**src/rtl/hazard_pkg.sv**
```systemverilog
// Shared types and encodings for the hazard controller: FSM states, bypass-select
// encodings and the register index type.
package hazard_pkg;

    localparam int HZ_REG_AW      = 5;
    localparam int FWD_RF         = 0;
    localparam int FWD_STAGE_BASE = 1;
    localparam int FLUSH_CNT_W    = 3;

    typedef logic [HZ_REG_AW-1:0] reg_idx_t;

    typedef enum logic {
        HZ_IDLE  = 1'b0,
        HZ_FLUSH = 1'b1
    } hz_state_t;

endpackage

```
**src/rtl/reg_scoreboard.sv**
```systemverilog
// One pending bit per architectural register (x0 never tracked) for results
// still owed by variable-latency units.
module reg_scoreboard #(
    parameter int NUM_REGS = 32,
    parameter int REG_AW   = 5
) (
    input  logic                clk,
    input  logic                rst_n,
    input  logic                set_en,
    input  logic [REG_AW-1:0]   set_rd,
    input  logic                clr_en,
    input  logic [REG_AW-1:0]   clr_rd,
    output logic [NUM_REGS-1:0] pending,
    output logic                busy
);

    logic [NUM_REGS-1:0] r_pending;

    assign r_pending[0] = 1'b0;

    genvar gi;
    generate
        for (gi = 1; gi < NUM_REGS; gi++) begin : g_bit
            logic w_set;
            logic w_clr;
            assign w_set = set_en && (set_rd == REG_AW'(gi));
            assign w_clr = clr_en && (clr_rd == REG_AW'(gi));

            // Set takes priority over a same-edge clear.
            always_ff @(posedge clk or negedge rst_n) begin
                if (!rst_n) begin
                    r_pending[gi] <= 1'b0;
                end else if (w_set) begin
                    r_pending[gi] <= 1'b1;
                end else if (w_clr) begin
                    r_pending[gi] <= 1'b0;
                end
            end
        end
    endgenerate

    assign pending = r_pending;
    assign busy    = |r_pending;

    // The WAW stall should make a same-register set/clear collision impossible.
    a_no_set_clr_collision: assert property (@(posedge clk) disable iff (!rst_n)
        !(set_en && clr_en && (set_rd == clr_rd) && (set_rd != '0)));

endmodule

```
**src/rtl/hazard_ctrl.sv**
```systemverilog
// Decode-side stall / bypass / redirect-flush control with a long-latency scoreboard.
// Optional build macro HAZARD_PERF_EN adds saturating stall/flush cycle counters.
module hazard_ctrl
    import hazard_pkg::*;
#(
    parameter int NUM_REGS       = 32,
    parameter int REG_AW         = 5,
    parameter int FWD_STAGES     = 2,
    parameter int BRANCH_PENALTY = 2,
    localparam int FSW           = $clog2(FWD_STAGES + 1)
) (
    input  logic                         clk,
    input  logic                         rst_n,
    input  logic                         dec_valid,
    input  logic [REG_AW-1:0]            dec_rs1,
    input  logic [REG_AW-1:0]            dec_rs2,
    input  logic                         dec_uses_rs1,
    input  logic                         dec_uses_rs2,
    input  logic [REG_AW-1:0]            dec_rd,
    input  logic                         dec_writes_rd,
    input  logic                         dec_is_long,
    input  logic [REG_AW-1:0]            ex_rd,
    input  logic                         ex_is_load,
    input  logic [FWD_STAGES*REG_AW-1:0] stage_rd,
    input  logic [FWD_STAGES-1:0]        stage_wr,
    input  logic                         long_done,
    input  logic [REG_AW-1:0]            long_done_rd,
    input  logic                         redirect,
    output logic                         stall,
    output logic                         issue,
    output logic                         flush_fetch,
    output logic                         flush_dec,
    output logic [FSW-1:0]               fwd_sel_rs1,
    output logic [FSW-1:0]               fwd_sel_rs2,
    output logic                         sb_busy,
    output logic [31:0]                  perf_stall_cnt,
    output logic [31:0]                  perf_flush_cnt
);

    localparam logic [FLUSH_CNT_W-1:0] FLUSH_LOAD =
        FLUSH_CNT_W'((BRANCH_PENALTY > 1) ? (BRANCH_PENALTY - 2) : 0);

    logic [NUM_REGS-1:0]    w_pending;
    logic                   w_sb_set;
    logic                   w_sb_clr;
    logic                   w_flush;
    logic                   w_raw_long;
    logic                   w_waw_long;
    logic                   w_load_use;
    logic                   w_struct;
    logic                   w_hazard;
    hz_state_t              r_state;
    logic [FLUSH_CNT_W-1:0] r_flush_cnt;

    assign w_sb_set = issue && dec_is_long && dec_writes_rd && (dec_rd != '0);
    assign w_sb_clr = long_done && (long_done_rd != '0);

    reg_scoreboard #(
        .NUM_REGS (NUM_REGS),
        .REG_AW   (REG_AW)
    ) u_sb (
        .clk     (clk),
        .rst_n   (rst_n),
        .set_en  (w_sb_set),
        .set_rd  (dec_rd),
        .clr_en  (w_sb_clr),
        .clr_rd  (long_done_rd),
        .pending (w_pending),
        .busy    (sb_busy)
    );

    // x0 never has a pending bit, so no explicit x0 guard is needed on the RAW/WAW terms.
    assign w_raw_long = (dec_uses_rs1 && w_pending[dec_rs1]) ||
                        (dec_uses_rs2 && w_pending[dec_rs2]);
    assign w_waw_long = dec_writes_rd && w_pending[dec_rd];
    assign w_load_use = ex_is_load && (ex_rd != '0) &&
                        ((dec_uses_rs1 && (ex_rd == dec_rs1)) ||
                         (dec_uses_rs2 && (ex_rd == dec_rs2)));
    assign w_struct   = dec_is_long && sb_busy;
    assign w_hazard   = w_raw_long || w_waw_long || w_load_use || w_struct;

    assign w_flush     = redirect || (r_state == HZ_FLUSH);
    assign flush_fetch = w_flush;
    assign flush_dec   = w_flush;
    assign stall       = dec_valid && !w_flush && w_hazard;
    assign issue       = dec_valid && !stall && !w_flush;

    // Scanning from the far stage inward leaves the nearest match selected.
    always_comb begin
        fwd_sel_rs1 = FSW'(FWD_RF);
        fwd_sel_rs2 = FSW'(FWD_RF);
        for (int k = FWD_STAGES - 1; k >= 0; k--) begin
            if (stage_wr[k] && (dec_rs1 != '0) && (stage_rd[k*REG_AW +: REG_AW] == dec_rs1)) begin
                fwd_sel_rs1 = FSW'(k + FWD_STAGE_BASE);
            end
            if (stage_wr[k] && (dec_rs2 != '0) && (stage_rd[k*REG_AW +: REG_AW] == dec_rs2)) begin
                fwd_sel_rs2 = FSW'(k + FWD_STAGE_BASE);
            end
        end
    end

    // The redirect cycle itself is the first flush cycle, so FLUSH covers the remainder.
    always_ff @(posedge clk or negedge rst_n) begin
        if (!rst_n) begin
            r_state     <= HZ_IDLE;
            r_flush_cnt <= '0;
        end else if (redirect) begin
            r_state     <= (BRANCH_PENALTY > 1) ? HZ_FLUSH : HZ_IDLE;
            r_flush_cnt <= FLUSH_LOAD;
        end else if (r_state == HZ_FLUSH) begin
            if (r_flush_cnt == '0) begin
                r_state <= HZ_IDLE;
            end else begin
                r_flush_cnt <= r_flush_cnt - 1'b1;
            end
        end
    end

`ifdef HAZARD_PERF_EN
    logic [31:0] r_stall_cnt;
    logic [31:0] r_flush_cyc_cnt;

    always_ff @(posedge clk or negedge rst_n) begin
        if (!rst_n) begin
            r_stall_cnt     <= '0;
            r_flush_cyc_cnt <= '0;
        end else begin
            if (stall && (r_stall_cnt != '1)) begin
                r_stall_cnt <= r_stall_cnt + 32'd1;
            end
            if (flush_dec && (r_flush_cyc_cnt != '1)) begin
                r_flush_cyc_cnt <= r_flush_cyc_cnt + 32'd1;
            end
        end
    end

    assign perf_stall_cnt = r_stall_cnt;
    assign perf_flush_cnt = r_flush_cyc_cnt;
`else
    assign perf_stall_cnt = '0;
    assign perf_flush_cnt = '0;
`endif

endmodule

```
**config.mk**
```make
export PLATFORM = sky130hd
export DESIGN_NAME = hazard_ctrl
export DESIGN_NICKNAME = d
export VERILOG_FILES = /design/src/rtl/hazard_pkg.sv /design/src/rtl/reg_scoreboard.sv /design/src/rtl/hazard_ctrl.sv
export SDC_FILE = /design/constraint.sdc
export NUM_CORES = 1
export LEC_CHECK = 0
export CORE_MARGIN = 2
export CORE_UTILIZATION = 50
export CTS_BUF_LIST = sky130_fd_sc_hd__clkbuf_4 sky130_fd_sc_hd__clkbuf_8
export DETAILED_ROUTE_END_ITERATION = 6
export HOLD_SLACK_MARGIN = 0.02
export PLACE_DENSITY = 0.88
export SETUP_SLACK_MARGIN = 0.15
export SLEW_MARGIN = 20
export SYNTH_ARGS = -nofsm -noshare
export SYNTH_HDL_FRONTEND = slang
export SYNTH_SLANG_ARGS = --single-unit
```
**constraint.sdc**
```tcl
create_clock -name clk -period 9.4 [get_ports clk]
set_input_delay 2.82 -clock clk [delete_from_list [all_inputs] [get_ports clk]]
set_output_delay 2.82 -clock clk [all_outputs]
set_load 0.02 [all_outputs]
```
==> results.sh, run 1 <==
export IMPL_vias=3007
export IMPL_fin_crit_sh=0.9395
export IMPL_slowest_delay_ps=860
export IMPL_rsz0062_at_grt="false"
export IMPL_routed_wl_um=9022
export IMPL_setup_viol=0
export IMPL_final_area_um2=3835
export IMPL_drtIter0Drc=257
export IMPL_r2r_slack_ps=6700
export IMPL_p_clk_frac=0.234
export IMPL_cts_hold_buffers=0
export IMPL_synth_top_cell_area_share=0.2578
export IMPL_dr_pass1_iters=6
export IMPL_crit_path_top_delay_cell="clkdlybuf4s50_1"
export IMPL_r2r_start="u_sb.pending[21]"
export IMPL_switchingPower_mw=0.1652
export IMPL_setup_worst_path_start="dec_rs1[1]"
export IMPL_tightest_slew_ps=667.7
export IMPL_grt_overflow=0
export IMPL_synth_warnings=0
export IMPL_arrival_ps=6010
export IMPL_antenna_cells=0
export IMPL_skew_ps=5.890
export IMPL_grtUsageTotal=0.2441
export IMPL_worst_setup_path_start_kind="primary input"
export IMPL_syn_inst=370
export IMPL_htree_levels=2
export IMPL_ios=120
export IMPL_numPortBuffers=55
export IMPL_grt_pass1_wl_um=14250
export IMPL_nFillCells=591
export IMPL_fp_dieH_um=86.43
export IMPL_crit_path_end_kind="primary output"
export IMPL_holdPathEnd="r_flush_cnt[2]"
export IMPL_yosysSeqAreaShare=0.2578
export IMPL_place_gp_congestion=0.9041
export IMPL_synth_area_top_cells="dfrtp_1, buf_4, mux4_2"
export IMPL_grt_max_degree=36
export IMPL_yosysMostFrequentCell="buf_4"
export IMPL_initial_core_util=0.5084
export IMPL_max_cap_violations=0
export IMPL_path_clk_slew_ps=70
export IMPL_p_int_mw=0.2948
export IMPL_pwr_density_cell_nw_per_um2=120.0
export IMPL_relSlewSlack=0.5534
export IMPL_required_ps=6580
export IMPL_root_buffer="clkbuf_8"
export IMPL_cts_setup_buffers=0
export IMPL_detail_route_antenna_nets=0
export IMPL_multi_input_area_um2=2161
export IMPL_grt_pass1_vias=2782
export IMPL_clockBufferDepth=2
export IMPL_ys_ff_latch=35
export IMPL_synth_edf_count=0
export IMPL_r2r_end="u_sb.pending[10]"
export IMPL_reg2reg_depth=6
export IMPL_core_um2=6681
export IMPL_dp_hpwl_um=6859
export IMPL_seq_area_um2=875.8
export IMPL_post_dp_cell_area_um2=3747
export IMPL_hold_depth=2
export IMPL_yosys_top_cells_count="buf_4, o21ai_0, dfrtp_1, xnor2_1, mux4_2"
export IMPL_combPwrFrac=0.382
export IMPL_min_path_type="reg2reg"
export IMPL_avgViaCountPerCell=6.075
export IMPL_routedWlPerCell_um=18.23
export IMPL_crit_top_cell="clkdlybuf4s50_1"
export IMPL_die_w_um=86.43
export IMPL_num_rows=30
export IMPL_finalHoldViolCount=0
export IMPL_hold_start="r_flush_cnt[2]"
export IMPL_setup_tns_ps=0
export IMPL_synth_main_ff_cell="dfrtp_1"
export IMPL_antenna_found_initial=0
export IMPL_die_area_um2=7469
export IMPL_crit_chain="clkdlybuf4s50_1 -> mux4_2 -> mux2_2 -> o22ai_1 -> a31oi_1 -> nor4_1 -> clkdlybuf4s50_1"
export IMPL_async_reset_ff_frac=1.000
export IMPL_clock_latency_ps=290
export IMPL_fin_nets=464
export IMPL_syn_to_final_growth_pct=12.89
export IMPL_netlist_area_um2=3397
export IMPL_yosysUniqueCellTypes=51
export IMPL_leakage_nw=1.547
export IMPL_cts_sinks=35
export IMPL_crit_fanout=13
export IMPL_crit_type="in2out"
export IMPL_cts_resized=0
export IMPL_seqPwrFrac=0.383
export IMPL_swShare=0.3591
export IMPL_drv_slew=0
export IMPL_min_period_ps=8831
export IMPL_vdd_drop_max_v=0.0001002
export IMPL_status="complete, no violations"
export IMPL_drc=0
export IMPL_layout_drive_gt1_share=0.1060
export IMPL_avgSynthCellArea_um2=9.181
export IMPL_cts_tree="yes"
export IMPL_cts_made_buffers=5
export IMPL_fmaxAchievable_mhz=113.2
export IMPL_synth_top_area_cell="dfrtp_1"
==> sequential cells by signal, summed over array words and instances (netlist names) <==
signal        flops
r_state           1
r_flush_cnt       3
u_sb.pending     31
==> how the worst max path moves through the flow <==
stage,end,slack [ps],cells past startpoint
after floorplan,issue,1560,6
after global placement,issue,680,7
after detailed placement,issue,660,7
after CTS,issue,630,7
after global routing,issue,480,7
final,issue,570,7
==> area by class of cell <==
type	instances	share of cell area
Inverter	8	0.007830
Sequential cell	35	0.2284
Clock buffer	6	0.02153
Clock inverter	1	0.001305
Timing Repair Buffer	59	0.1514
Multi-Input combinational cell	306	0.5635
Tap cell	80	0.02610
==> worst max-delay path: cells and delay by family <==
kind                   cells  cell delay [ps]
multiplexers               2              870
buffers and inverters      2             1570
AO/OA/AOI/OAI              2              220
AND/OR/NAND/NOR            1              530
==> stage by stage <==
| step | hold WS (ps) | cells | worst slack, ps | utilization | total power [mW] |
|---|---|---|---|---|---|
| global placement | 516.5 | 488 | 682.5 | 0.5609 | 0.3454 |
| detailed placement | 547.4 | 488 | 659.0 | 0.5609 | 0.3527 |
| CTS | 560.0 | 495 | 625.6 | 0.5740 | 0.4615 |
| global route | 601.3 | 495 | 479.9 | 0.5740 | 0.4848 |
| finish | 552.7 | 495 | 569.1 | 0.5740 | 0.4600 |
| floorplan | 496.2 | 433 | 1561 | - | 0.3111 |
==> layer usage <==
layer	routed length, µm	track usage	vias to the layer above
met5	0	0	-
met3	1081	0.05333	29
li1	-	-	1335
met2	4247	0.4007	226
met1	3480	0.3211	1417
met4	212	0.08239	0
==> cell families (layout without fill, tap and decap cells) <==
kind of cell / count (synthesis) / after routing / share of synthesized area
AO/OA/AOI/OAI: 86 / 86 / 0.1565
XOR/XNOR: 31 / 31 / 0.07993
adder cells (fa/ha/maj): 2 / 2 / 0.007365
buffers and inverters: 92 / 74 / 0.1757
flip-flops: 35 / 35 / 0.2578
multiplexers: 31 / 31 / 0.1565
other: 1 / 64 / 0.001104
AND/OR/NAND/NOR: 92 / 92 / 0.1650
==> power by group through the flow <==
stage	logic, mW	registers, mW	clock network, mW
after global placement	0.168	0.177	0
final	0.176	0.176	0.108
after detailed placement	0.174	0.178	0
after floorplan	0.138	0.173	0
after CTS	0.175	0.176	0.111
after global routing	0.192	0.178	0.115
==> layout by cell type, fill, tap and decap left out, types with 2 or more instances in the layout <==
cell,netlist,layout
a21oi_1,2,2
a22oi_1,2,2
xnor2_1,26,26
nor4_1,11,11
or4_1,3,3
nand4_1,9,9
o21ai_0,37,37
a221o_1,2,2
o31ai_1,3,3
clkbuf_8,0,6
inv_1,8,8
ha_1,2,2
nand3_1,6,6
a221oi_1,2,2
nand4b_1,2,2
mux4_2,17,17
nor3_1,3,3
or2_2,3,3
nor2b_1,8,8
xor2_1,5,5
nand2_1,14,14
nor2_1,7,7
o2111ai_1,2,2
conb_1,1,64
buf_4,65,4
clkdlybuf4s50_1,0,55
o41ai_1,8,8
o22ai_1,4,4
or4_4,3,3
mux2_2,7,7
mux2i_1,7,7
nand3b_1,3,3
o21ai_1,16,16
or3_1,3,3
nand2b_1,11,11
dfrtp_1,35,35
No activity file was read; power rests on OpenSTA's default activity.
==> run 2: changes to the inputs <==
CORE_ASPECT_RATIO = 0.75   (was unset)
SETUP_SLACK_MARGIN = 0.05   (was 0.15)
==> run 2 against run 1 <==
Effect of this change: sequential power is essentially flat; sequential cell count is the same; sequential share of layout area shrank 0.059 points; setup slack gained 190 ps; die area is essentially flat; cell area grew 0.26%; power grew 3.0%; combinational power is essentially flat; clock skew shrank 1.8 ps; first-iteration DRC count grew 55%; highest routed layer unchanged.
==> results.sh, run 2 (same netlist as run 1, synthesis figures left out) <==
export IMPL_dr_pass1_iters=7
export IMPL_root_buffer="clkbuf_8"
export IMPL_critPathBufInv=2
export IMPL_finalHoldViolCount=0
export IMPL_busiest_layer="met2"
export IMPL_use_met2=0.3979
export IMPL_antenna_found_initial=0
export IMPL_die_area_um2=7476
export IMPL_crit_family="buffers and inverters"
export IMPL_final_cell_mix="conb_1, clkdlybuf4s50_1, o21ai_0"
export IMPL_num_rows=25
export IMPL_htree_levels=2
export IMPL_drtIter0Drc=398
export IMPL_final_common_cell="conb_1"
export IMPL_fin_total_pwr_mw=0.4738
export IMPL_min_period_ps=8644
export IMPL_required_ps=6580
export IMPL_cts_made_buffers=5
export IMPL_tightest_slew_ps=694.4
export IMPL_crit_top_cell="clkdlybuf4s50_1"
export IMPL_vias=3064
export IMPL_grt_max_degree=36
export IMPL_nFillCells=551
export IMPL_fin_nets=463
export IMPL_worst_setup_path_start_kind="primary input"
export IMPL_rsz0062_at_grt="false"
export IMPL_r2r_slack_ps=6650
export IMPL_initial_core_util=0.5272
export IMPL_setup_viol=0
export IMPL_cts_tree="yes"
export IMPL_use_met3=0.06422
export IMPL_arrival_ps=5820
export IMPL_crit_path_top_delay_cell="clkdlybuf4s50_1"
export IMPL_cts_resized=0
export IMPL_dpl_cell_count=488
export IMPL_clockBufferDepth=2
export IMPL_routed_wl_um=9462
export IMPL_dp_hpwl_um=7134
export IMPL_grt_pass1_wl_um=14570
export IMPL_core_um2=6444
export IMPL_drv_slew=0
export IMPL_skew_ps=4.048
export IMPL_antenna_cells=0
export IMPL_pwr_density_cell_nw_per_um2=123.2
export IMPL_die_w_um=99.18
export IMPL_grt_overflow=0
export IMPL_layout_drive_gt1_share=0.1060
export IMPL_grt_pass1_vias=2816
export IMPL_crit_chain="clkdlybuf4s50_1 -> mux4_2 -> mux2_2 -> o22ai_1 -> a31oi_1 -> nor4_1 -> clkdlybuf4s50_1"
export IMPL_grtUsageTotal=0.2520
export IMPL_fp_dieH_um=75.39
export IMPL_ios=120
export IMPL_fin_crit_sh=0.9196
export IMPL_avgViaCountPerCell=6.177
export IMPL_leakage_nw=1.546
export IMPL_vdd_drop_max_v=0.0001010
export IMPL_cts_setup_buffers=0
export IMPL_largest_reg_flops=31
export IMPL_numPortBuffers=55
export IMPL_routedWlPerCell_um=19.08
export IMPL_drc=0
export IMPL_path_clk_slew_ps=70
export IMPL_syn_to_final_growth_pct=13.19
export IMPL_cts_sinks=35
export IMPL_crit_fanout=13
export IMPL_crit_path_end_kind="primary output"
export IMPL_slowest_delay_ps=900
export IMPL_met1_usage=0.3452
export IMPL_relSlewSlack=0.5356
export IMPL_place_gp_congestion=1.026
export IMPL_setup_tns_ps=0
export IMPL_fmaxAchievable_mhz=115.7
export IMPL_crit_type="in2out"
export IMPL_fin_cells=496
export IMPL_detail_route_antenna_nets=0
export IMPL_clock_latency_ps=290
export IMPL_cts_hold_buffers=0
export IMPL_max_cap_violations=0
export IMPL_min_path_type="reg2reg"
export IMPL_status="complete, no violations"
-- run 2: report_power, final --
part           internal, mW  total [mW]  switching (mW)  leakage, nW
Sequential            0.164       0.177          0.0137        0.480
Combinational        0.0732       0.175           0.102         1.02
Clock                0.0666       0.121          0.0545       0.0505
-- run 2: final timing paths --
check                                 start                to  cells after the start
max                              dec_rs1[1]             issue                      7
min                          r_flush_cnt[2]    r_flush_cnt[2]                      2
min in group asynchronous             rst_n  u_sb.pending[20]                      2
min reg2reg                  r_flush_cnt[2]    r_flush_cnt[2]                      2
max in group asynchronous             rst_n  u_sb.pending[15]                      2
max reg2reg                u_sb.pending[21]   u_sb.pending[9]                      6
-- run 2: area by class of cell --
type	count	area [µm²]	area share
clock buffer	7	96.34	0.02506
clock inverter	1	7.507	0.001952
inverter	8	30.03	0.007810
multi-input combinational	306	2161	0.5620
sequential	35	875.8	0.2278
tap	81	101.3	0.02636
timing repair buffer	58	573.1	0.1490
-- run 2: metal layers --
metal | up-vias | part of all wire
met5 | - | 0
met4 | 0 | 0.022
met3 | 29 | 0.14
met2 | 248 | 0.45
met1 | 1455 | 0.39
li1 | 1332 | -
-- run 2: worst reg2reg max path, delay by kind of cell, from the launching register on --
family	cells	cell delay, ps
AOI/OAI and AO/OA	2	720
DFF	1	450
and+or+nand+nor	4	1500
-- run 2: per-stage QoR --
stage	area (µm²)	util	setup slack, ps	hold WS (ps)
floorplan	3633	-	1561	496.2
global placement	3741	0.5806	837.2	521.1
detailed placement	3741	0.5806	765.6	532.1
CTS	3845	0.5967	757.6	546.2
global route	3845	0.5967	633.5	604.3
finish	3845	0.5967	756.0	540.0
==> run 3: changes to the inputs <==
CTS_CLUSTER_DIAMETER = 50   (was unset)
clock period = 10 ns   (was 9.4 ns; I/O delays follow)
==> run 3 against run 2 <==
Effect of this change: sequential power is 6% lower; clock skew is 6.7 ps higher; via count shrank 0.59%; clock power is 11% higher; worst hold slack gained 5.8 ps; non-clock buffer count down 2; global-route usage increased by 1.0 points; power down 1.6%; combinational power shrank 6%; critical path type unchanged; highest routed layer unchanged.
==> results.sh, run 3 (same netlist as run 1, synthesis figures left out) <==
export IMPL_status="complete, no violations"
export IMPL_grt_max_degree=36
export IMPL_final_common_cell="conb_1"
export IMPL_antenna_found_initial=0
export IMPL_fmaxAchievable_mhz=109.9
export IMPL_nFillCells=561
export IMPL_drv_slew=0
export IMPL_arrival_ps=6100
export IMPL_max_cap_violations=0
export IMPL_cts_resized=0
export IMPL_root_buffer="clkbuf_8"
export IMPL_routedWlPerCell_um=19.58
export IMPL_syn_to_final_growth_pct=13.11
export IMPL_crit_path_end_kind="primary output"
export IMPL_cts_hold_buffers=0
export IMPL_grtUsageTotal=0.2621
export IMPL_setup_viol=0
export IMPL_htree_levels=2
export IMPL_vdd_drop_max_v=0.0001185
export IMPL_dr_pass1_iters=5
export IMPL_leakage_nw=1.545
export IMPL_routed_wl_um=9674
export IMPL_clockBufferDepth=2
export IMPL_cts_tree="yes"
export IMPL_vias=3046
export IMPL_final_area_um2=3842
export IMPL_grt_pass1_vias=2883
export IMPL_rsz0062_at_grt="false"
export IMPL_dpl_cell_count=486
export IMPL_ios=120
export IMPL_reg2reg_depth=6
export IMPL_cts_setup_buffers=0
export IMPL_min_period_ps=9096
export IMPL_cts_made_buffers=5
export IMPL_cts_sinks=35
export IMPL_place_gp_congestion=0.9695
export IMPL_drtIter0Drc=370
export IMPL_die_area_um2=7476
export IMPL_dp_hpwl_um=7265
export IMPL_grt_overflow=0
export IMPL_skew_ps=10.75
export IMPL_fin_cells=494
export IMPL_finalHoldViolCount=0
export IMPL_crit_type="in2out"
export IMPL_min_path_type="reg2reg"
export IMPL_relSlewSlack=0.5077
export IMPL_drc=0
export IMPL_pwr_density_cell_nw_per_um2=121.3
export IMPL_grt_pass1_wl_um=15270
export IMPL_antenna_cells=0
export IMPL_largest_reg_flops=31
export IMPL_setup_tns_ps=0
export IMPL_hold_depth=2
export IMPL_numPortBuffers=55
export IMPL_fin_nets=461
export IMPL_post_dp_cell_area_um2=3726
export IMPL_fin_crit_sh=0.9096
export IMPL_fin_total_pwr_mw=0.4662
export IMPL_avgViaCountPerCell=6.166
export IMPL_detail_route_antenna_nets=0
export IMPL_worst_setup_path_start_kind="primary input"
export IMPL_num_rows=25
export IMPL_fp_dieH_um=75.39
export IMPL_tightest_slew_ps=736.2
export IMPL_clock_latency_ps=310
export IMPL_die_w_um=99.18
export IMPL_initial_core_util=0.5272
export IMPL_path_clk_slew_ps=90
export IMPL_core_um2=6444
export IMPL_layout_drive_gt1_share=0.1017
export IMPL_crit_fanout=13
export IMPL_required_ps=7000
export IMPL_final_cell_mix="conb_1, clkdlybuf4s50_1, o21ai_0"
export IMPL_hold_ws_ps=545.7
-- run 3: worst max-delay path, cell delays in order --
cell             delay, ps
clkdlybuf4s50_1        820
nand2_1                390
a211oi_1               370
nor3_1                 120
o311a_1                400
nor4_1                 320
clkdlybuf4s50_1        670
-- run 3: area by class of cell --
cell class	count	area (µm²)	area share
Inverter	8	30.03	0.007815
Clock inverter	3	47.55	0.01237
Sequential cell	35	875.8	0.2279
Timing Repair Buffer	56	558.0	0.1452
Multi-Input combinational cell	306	2161	0.5624
Clock buffer	5	68.82	0.01791
Tap cell	81	101.3	0.02638
-- run 3: power breakdown --
group          leakage [nW]  internal, mW  switching [mW]
Sequential            0.480         0.154          0.0135
Combinational          1.01        0.0684          0.0966
Clock                0.0587        0.0755          0.0585
Total                  1.54         0.298           0.169
-- run 3: routing by layer --
layer	vias up	global-route usage	share of wire
met5	-	0	0
met4	0	0.06697	0.013
met3	19	0.08073	0.14
met2	238	0.4272	0.45
met1	1457	0.3479	0.39
li1	1332	-	-
-- run 3: path summary, 6_finish.rpt --
| check | end | slack (ps) | start |
|---|---|---|---|
| max | issue | 900 | dec_rd[0] |
| min | r_flush_cnt[2] | 550 | r_flush_cnt[2] |
| max reg2reg | u_sb.pending[15] | 7240 | u_sb.pending[21] |
| min reg2reg | r_flush_cnt[2] | 550 | r_flush_cnt[2] |
| max in group asynchronous | r_flush_cnt[0] | 6590 | rst_n |
| min in group asynchronous | u_sb.pending[18] | 3100 | rst_n |
-- run 3: metrics by stage --
stage	setup WS (ps)	util
after floorplan	1801	-
after global placement	986.3	0.5783
after detailed placement	968.9	0.5783
after CTS	955.0	0.5963
after global routing	741.9	0.5963
final	903.7	0.5963
